File: config.mk
export PLATFORM = sky130hd
export DESIGN_NAME = blowfish_feistel
export DESIGN_NICKNAME = d
export VERILOG_FILES = /design/src/rtl/bcrypt_pkg.sv /design/src/rtl/blowfish_f.sv /design/src/rtl/blowfish_feistel.sv
export SDC_FILE = /design/constraint.sdc
export NUM_CORES = 1
export LEC_CHECK = 0
export CAP_MARGIN = 20
export CORE_AREA = 2 2 341 343
export DETAILED_ROUTE_END_ITERATION = 12
export DIE_AREA = 0 0 343 345
export PLACE_DENSITY = 0.39
export SLEW_MARGIN = 10
export SYNTH_ARGS = -nofsm -noshare
export SYNTH_HDL_FRONTEND = slang
export SYNTH_SLANG_ARGS = --single-unit
File: constraint.sdc
create_clock -name clk -period 2.9 [get_ports clk]
set_input_delay 0.58 -clock clk [delete_from_list [all_inputs] [get_ports clk]]
set_output_delay 0.58 -clock clk [all_outputs]
set_load 0.01 [all_outputs]
File: src/rtl/bcrypt_pkg.sv
// -----------------------------------------------------------------------------
// bcrypt_pkg
// Shared constants and types for the bcrypt datapath blocks.
//   state_t     : Feistel core sequencer states (IDLE, ADDR, CALC, DONE)
//   NUM_ROUNDS  : Blowfish round count (16)
//   P_WORDS     : P-array length in 32-bit words (18)
//   WORD_W      : Blowfish word width (32)
//   P_BITS      : width of the flattened P-array bus (576)
//   p_word()    : extracts P[idx] from the flattened bus, P0 in the MSBs
// -----------------------------------------------------------------------------
package bcrypt_pkg;

    localparam int NUM_ROUNDS = 16;
    localparam int P_WORDS    = 18;
    localparam int WORD_W     = 32;
    localparam int P_BITS     = P_WORDS * WORD_W;
    localparam int ROUND_W    = 4;
    localparam int PIDX_W     = 5;

    localparam logic [ROUND_W-1:0] LAST_ROUND = ROUND_W'(NUM_ROUNDS - 1);

    typedef enum logic [1:0] {
        IDLE = 2'd0,
        ADDR = 2'd1,
        CALC = 2'd2,
        DONE = 2'd3
    } state_t;

    // P[idx] lives at bits [P_BITS-1-WORD_W*idx -: WORD_W]. Shifting left by
    // whole words brings the wanted word to the top, which avoids a
    // variable-width part-select index.
    function automatic logic [WORD_W-1:0] p_word(input logic [P_BITS-1:0] p_vec,
                                                 input logic [PIDX_W-1:0] idx);
        logic [P_BITS-1:0] shifted;
        shifted = p_vec << (WORD_W * int'(idx));
        return shifted[P_BITS-1 -: WORD_W];
    endfunction

endpackage

File: src/rtl/blowfish_f.sv
// -----------------------------------------------------------------------------
// blowfish_f
// Blowfish round function, purely combinational:
//   F = ((S1 + S2) ^ S3) + S4, additions modulo 2^32.
// Ports:
//   s1_i..s4_i : S-box words selected by the four bytes of xL (MSB byte -> s1)
//   f_o        : round function result
// -----------------------------------------------------------------------------
module blowfish_f
    import bcrypt_pkg::*;
(
    input  logic [WORD_W-1:0] s1_i,
    input  logic [WORD_W-1:0] s2_i,
    input  logic [WORD_W-1:0] s3_i,
    input  logic [WORD_W-1:0] s4_i,
    output logic [WORD_W-1:0] f_o
);

    logic [WORD_W-1:0] sum12;
    logic [WORD_W-1:0] mix3;

    assign sum12 = s1_i + s2_i;
    assign mix3  = sum12 ^ s3_i;
    assign f_o   = mix3 + s4_i;

endmodule

File: src/rtl/blowfish_feistel.sv
// -----------------------------------------------------------------------------
// blowfish_feistel
// 16-round Blowfish encryption of one 64-bit block, reading the four S-box
// SRAMs (1-cycle read latency) two cycles per round: ADDR presents the xL
// bytes, CALC consumes the returned words.
// Ports:
//   clk, reset_l        : clock, asynchronous active-low reset
//   start               : begin encryption (only honoured in IDLE)
//   L_in, R_in          : input block halves, captured on accepted start
//   p                   : flattened P-array, P0 in the MSBs, stable while busy
//   s1_out..s4_out      : S-box read data
//   s1_addr..s4_addr    : S-box read addresses (0 outside ADDR)
//   s1_cs_l..s4_cs_l    : S-box chip selects, low only in ADDR
//   s1_we_l..s4_we_l    : S-box write enables, permanently inactive
//   resultL, resultR    : encrypted block, held until the next accepted start
//   busy                : high from the cycle after start through DONE
//   done                : one-cycle pulse when the result is valid
// -----------------------------------------------------------------------------
module blowfish_feistel
    import bcrypt_pkg::*;
(
    input  logic              clk,
    input  logic              reset_l,
    input  logic              start,
    input  logic [WORD_W-1:0] L_in,
    input  logic [WORD_W-1:0] R_in,
    input  logic [P_BITS-1:0] p,
    input  logic [WORD_W-1:0] s1_out,
    input  logic [WORD_W-1:0] s2_out,
    input  logic [WORD_W-1:0] s3_out,
    input  logic [WORD_W-1:0] s4_out,
    output logic [7:0]        s1_addr,
    output logic [7:0]        s2_addr,
    output logic [7:0]        s3_addr,
    output logic [7:0]        s4_addr,
    output logic              s1_cs_l,
    output logic              s2_cs_l,
    output logic              s3_cs_l,
    output logic              s4_cs_l,
    output logic              s1_we_l,
    output logic              s2_we_l,
    output logic              s3_we_l,
    output logic              s4_we_l,
    output logic [WORD_W-1:0] resultL,
    output logic [WORD_W-1:0] resultR,
    output logic              busy,
    output logic              done
);

    state_t               state_q, state_d;
    logic [WORD_W-1:0]    xl_q, xl_d;
    logic [WORD_W-1:0]    xr_q, xr_d;
    logic [ROUND_W-1:0]   round_q, round_d;
    logic [WORD_W-1:0]    resl_q, resl_d;
    logic [WORD_W-1:0]    resr_q, resr_d;

    logic [WORD_W-1:0]    f_val;
    logic [WORD_W-1:0]    new_r;
    logic [PIDX_W-1:0]    next_pidx;
    logic                 in_addr;

    blowfish_f u_f (
        .s1_i (s1_out),
        .s2_i (s2_out),
        .s3_i (s3_out),
        .s4_i (s4_out),
        .f_o  (f_val)
    );

    assign new_r     = xr_q ^ f_val;
    assign next_pidx = {1'b0, round_q} + PIDX_W'(1);

    always_ff @(posedge clk or negedge reset_l) begin
        if (!reset_l) begin
            state_q <= IDLE;
            xl_q    <= '0;
            xr_q    <= '0;
            round_q <= '0;
            resl_q  <= '0;
            resr_q  <= '0;
        end else begin
            state_q <= state_d;
            xl_q    <= xl_d;
            xr_q    <= xr_d;
            round_q <= round_d;
            resl_q  <= resl_d;
            resr_q  <= resr_d;
        end
    end

    always_comb begin
        state_d = state_q;
        xl_d    = xl_q;
        xr_d    = xr_q;
        round_d = round_q;
        resl_d  = resl_q;
        resr_d  = resr_q;

        case (state_q)
            IDLE: begin
                if (start) begin
                    xl_d    = L_in ^ p_word(p, PIDX_W'(0));
                    xr_d    = R_in;
                    round_d = '0;
                    state_d = ADDR;
                end
            end
            ADDR: begin
                state_d = CALC;
            end
            CALC: begin
                if (round_q != LAST_ROUND) begin
                    // Swap halves and pre-whiten the next round's left half.
                    xl_d    = new_r ^ p_word(p, next_pidx);
                    xr_d    = xl_q;
                    round_d = round_q + ROUND_W'(1);
                    state_d = ADDR;
                end else begin
                    // Last round: undo the swap and apply P16/P17 whitening.
                    resl_d  = xl_q ^ p_word(p, PIDX_W'(P_WORDS - 1));
                    resr_d  = new_r ^ p_word(p, PIDX_W'(P_WORDS - 2));
                    state_d = DONE;
                end
            end
            DONE: begin
                state_d = IDLE;
            end
            default: begin
                state_d = IDLE;
            end
        endcase
    end

    // SRAM interface is driven straight from state so the read is presented
    // in ADDR and the data is consumed exactly one cycle later in CALC.
    assign in_addr = (state_q == ADDR);

    assign s1_addr = in_addr ? xl_q[31:24] : 8'h00;
    assign s2_addr = in_addr ? xl_q[23:16] : 8'h00;
    assign s3_addr = in_addr ? xl_q[15:8]  : 8'h00;
    assign s4_addr = in_addr ? xl_q[7:0]   : 8'h00;

    assign s1_cs_l = ~in_addr;
    assign s2_cs_l = ~in_addr;
    assign s3_cs_l = ~in_addr;
    assign s4_cs_l = ~in_addr;

    assign s1_we_l = 1'b1;
    assign s2_we_l = 1'b1;
    assign s3_we_l = 1'b1;
    assign s4_we_l = 1'b1;

    assign resultL = resl_q;
    assign resultR = resr_q;
    assign busy    = (state_q != IDLE);
    assign done    = (state_q == DONE);

endmodule
==> flow_summary_export.csv <==
group,metric,value,unit
outcome,status,"finished, violations left",
outcome,violations,"setup timing",
synth,synthXorXnorAreaFrac,15.64,%
sta,fin_skew,23.37,ps
grt,antenna_found_initial,75,
grt,grt_max_degree,130,
route,vias_per_cell,4.049,
worst_setup_path,endpoint,"resultR[31]",
sta,fin_crit,4501,ps
worst_setup_path,cp.depth,21,
sta,fmax,0.2222,GHz
grt,grt_pass1_vias,18056,
placed_design,dpl_cell_area,27800,um^2
worst_setup_path,crit_required,3250,ps
synth,avgSynthCellArea,9.490,um^2
cts,clockBufferDepth,2,
worst_setup_path,slowest_stage,"a221o_1",
placed_design,dp_hpwl,104.6,mm
worst_setup_path,timing.rr.end,"xl_q[26]",
synth,syn_area,14450,um^2
synth,synthCells,1523,
worst_setup_path,cpLargestDelayFamily,"compound AO/OA/AOI/OAI gates",
cts,tritoncts,"done",
synth,synthMuxAreaShare,23.72,%
grt,grt-busiest-layer,"met2",
sta,finalHoldViolCount,0,
synth,synth_most_common_cell,"nand2_1",
worst_setup_path,crit_arrival,4850,ps
synth,synth_compound_area_share,14.16,%
synth,synth_fa_ha_area_share,6.683,%
route,drc,0,
sta,drv_slew,0,
die,dieArea,118300,um^2
cts,htreeDepth,4,
worst_setup_path,crit_fanout,3,
sta,finalCritPeriodShare,155.2,%
cts,cts-root-buf,"clkbuf_16",
synth,synth_common_cells,"247 x nand2_1, 206 x xnor2_1, 153 x o21ai_0",
placed_design,routabilityCongestion,0.8660,
synth,ys_ff_latch,134,
worst_setup_path,critPathKind,"primary input to flip-flop",
final_layout,design_area,29910,um^2
synth,synthDistinctLibCells,54,
synth,ys.flop_type,"dfrtp_1",
final_layout,n_fill_cell,12456,
route,routedWlPerCell,28.02,um
route,postRouteAntennaNets,0,
final_layout,nets,3508,
worst_setup_path,reg2reg_slack,-80,ps
grt,grt_usage,19.49,%
sta,setup_ws,-1601,ps
worst_setup_path,cp-end-kind,"flip-flop",
final_layout,layout-drive-gt1-share,26.66,%
power_and_ir_drop,pwr_density_cell,838.5,nW/um^2
worst_setup_path,path_common_cell,"xnor2_2",
final_layout,synthToLayoutAreaGrowth,107.0,%
die,num_io_pins,877,
worst_setup_path,cp.buffers_inverters,2,
synth,synth_async_sr_flop_share,100.0,%
worst_setup_path,timing.rr.start,"round_q[0]",
sta,rsz0062_at_grt,"true",
final_layout,fin_cells,4213,
synth,synth_edf_count,0,
route,drt-total-wl,118.1,mm
job,maxCapViolCount,0,
synth,ys_top_cells_by_area,"dfrtp_1 23%, mux4_2 22%, xnor2_1 12%",
sta,maxSlewHeadroom,54.99,%
power_and_ir_drop,peakVddDrop,0.5284,mV
synth,yosysTopAreaCell,"dfrtp_1",
grt,grt_pass1_wl,155.9,mm
worst_setup_path,slowest_delay,400,ps
route,drt_iter0_drc,793,
synth,yosysSeqAreaShare,23.20,%
sta,worstMarginPinSlew,656.4,ps
synth,synthSimpleGateAreaFrac,13.25,%
worst_setup_path,startpoint,"s2_out[5]",
die,die_w,343,um
worst_setup_path,path_cells,"buf_6, ha_4, a21o_4, or3_1, o22a_4, a31o_1, a221o_1, a31oi_4, buf_4, xnor2_2, ha_1, nand2_1, a211oi_2, nand2_2, nor4b_4, o21ai_2, a32oi_1, xnor2_1, xnor2_2, xor2_1, o21ai_1",
placed_design,dp.cells,4135,
placed_design,port_buffers,872,
sta,setup_viol,53,
grt,use_met2,32.05,%
synth,yosysWarnings,0,
cts,cts.sinks,134,
cts,numCtsBuffers,17,
grt,use_met1,25.10,%
worst_setup_path,reg2reg_depth,11,
power_and_ir_drop,p_leak,11.77,nW
synth,synth_top_area_share,23.20,%
route,drt_pass1_iterations,5,
worst_setup_path,start_kind,"primary input",
grt,globalRouteOverflowTotal,0,
die,num_rows,125,
die,die_h,345,um
die,initial_utilization,12.56,%
die,fp.coreArea,115100,um^2
grt,grt_use_met3,6.214,%
hold_path,hold_path_class,"primary input to async pin",
route,vias,17059,
cts,worstSkewPairLatency,500,ps
sta,hold-worst-slack,86.96,ps
synth,synth_top_family_by_area,"multiplexers",
cts,path_clk_slew,70,ps
-- sequential cells by signal, summed over array words and instances (netlist names) --
register / count
xr_q: 32
state_q: 2
round_q: 4
resultR: 32
xl_q: 32
resultL: 32
-- per-stage QoR --
step                utilization, %  power [mW]  setup WS [ps]  setup TNS, ps
floorplan                        -       11.97          -1494         -45460
global placement             24.15       20.92          -2765        -131220
detailed placement           24.15       20.90          -2767        -130730
CTS                          25.40       24.60          -1569         -57840
global route                 25.96       26.80          -1787         -67360
finish                       25.98       25.08          -1601         -58490
-- area by class of cell --
| class | instances | area (um^2) | area share [%] |
|---|---|---|---|
| Sequential cell | 134 | 3357 | 11.22 |
| Clock inverter | 15 | 215.2 | 0.7195 |
| Tap cell | 1524 | 1907 | 6.375 |
| Multi-Input combinational cell | 1274 | 12160 | 40.65 |
| Timing Repair Buffer | 1216 | 11740 | 39.25 |
| Clock buffer | 17 | 425.4 | 1.422 |
| Antenna cell | 15 | 37.54 | 0.1255 |
| Inverter | 18 | 70.07 | 0.2343 |
-- routing by layer --
layer / up-vias / wire (um)
met5: - / 355
met1: 8396 / 51200
met3: 123 / 9571
met2: 627 / 55550
met4: 60 / 1395
li1: 7853 / -
-- kinds of logic after synthesis --
| group | after synthesis |
|---|---|
| AOI/OAI and AO/OA | 341 |
| xor gates and xnor gates | 258 |
| adders and majority gates | 76 |
| buffers and inverters | 118 |
| DFF | 134 |
| muxes | 170 |
| other | 1 |
| and+or+nand+nor | 425 |
-- what timing repair did --
action                     CTS  global route
resized for setup          191           102
hold endpoints to repair     0             0
pin swaps                   86            82
hold buffers                 0             0
setup endpoints to repair   60            59
buffers inserted            22            20
-- placed cells by master, fill, tap and decap left out, types with 6 or more instances in the layout --
cell type / netlist / final
inv_1: 18 / 15
a21o_1: 25 / 24
a32oi_1: 23 / 21
xor2_1: 52 / 46
o21ai_0: 153 / 96
nand3_1: 32 / 31
dfrtp_1: 134 / 133
buf_12: 0 / 25
nand2_2: 0 / 6
nand3b_1: 23 / 23
xnor2_1: 206 / 156
diode_2: 0 / 15
nor3_1: 22 / 21
nor2_1: 38 / 31
o21ai_1: 6 / 50
ha_4: 0 / 21
a211oi_2: 0 / 6
xnor2_4: 0 / 17
buf_4: 7 / 284
dlygate4sd2_1: 0 / 13
clkbuf_16: 0 / 17
mux2i_1: 32 / 32
mux4_2: 138 / 138
a21oi_2: 0 / 20
ha_1: 74 / 52
and2_1: 35 / 33
buf_6: 0 / 43
o21ai_2: 0 / 9
a21oi_4: 0 / 7
a21oi_1: 78 / 51
o21bai_1: 10 / 8
xnor2_2: 0 / 33
clkdlybuf4s50_1: 0 / 846
nand2_1: 247 / 238
-- report_power, final --
part           internal (mW)  switching [mW]
clock                   1.46            1.07
combinational           10.0            9.28
sequential              2.44           0.780
total                   13.9            11.1
-- how the worst min path moves through the flow --
stage	endpoint	slack, ps	depth (start not counted)
floorplan	resultL[0]	280	0
global placement	resultL[15]	460	2
detailed placement	resultL[9]	470	2
CTS	xl_q[1]	90	1
global route	xl_q[1]	110	1
finish	xl_q[1]	90	1
No activity file was read; power rests on OpenSTA's default activity.
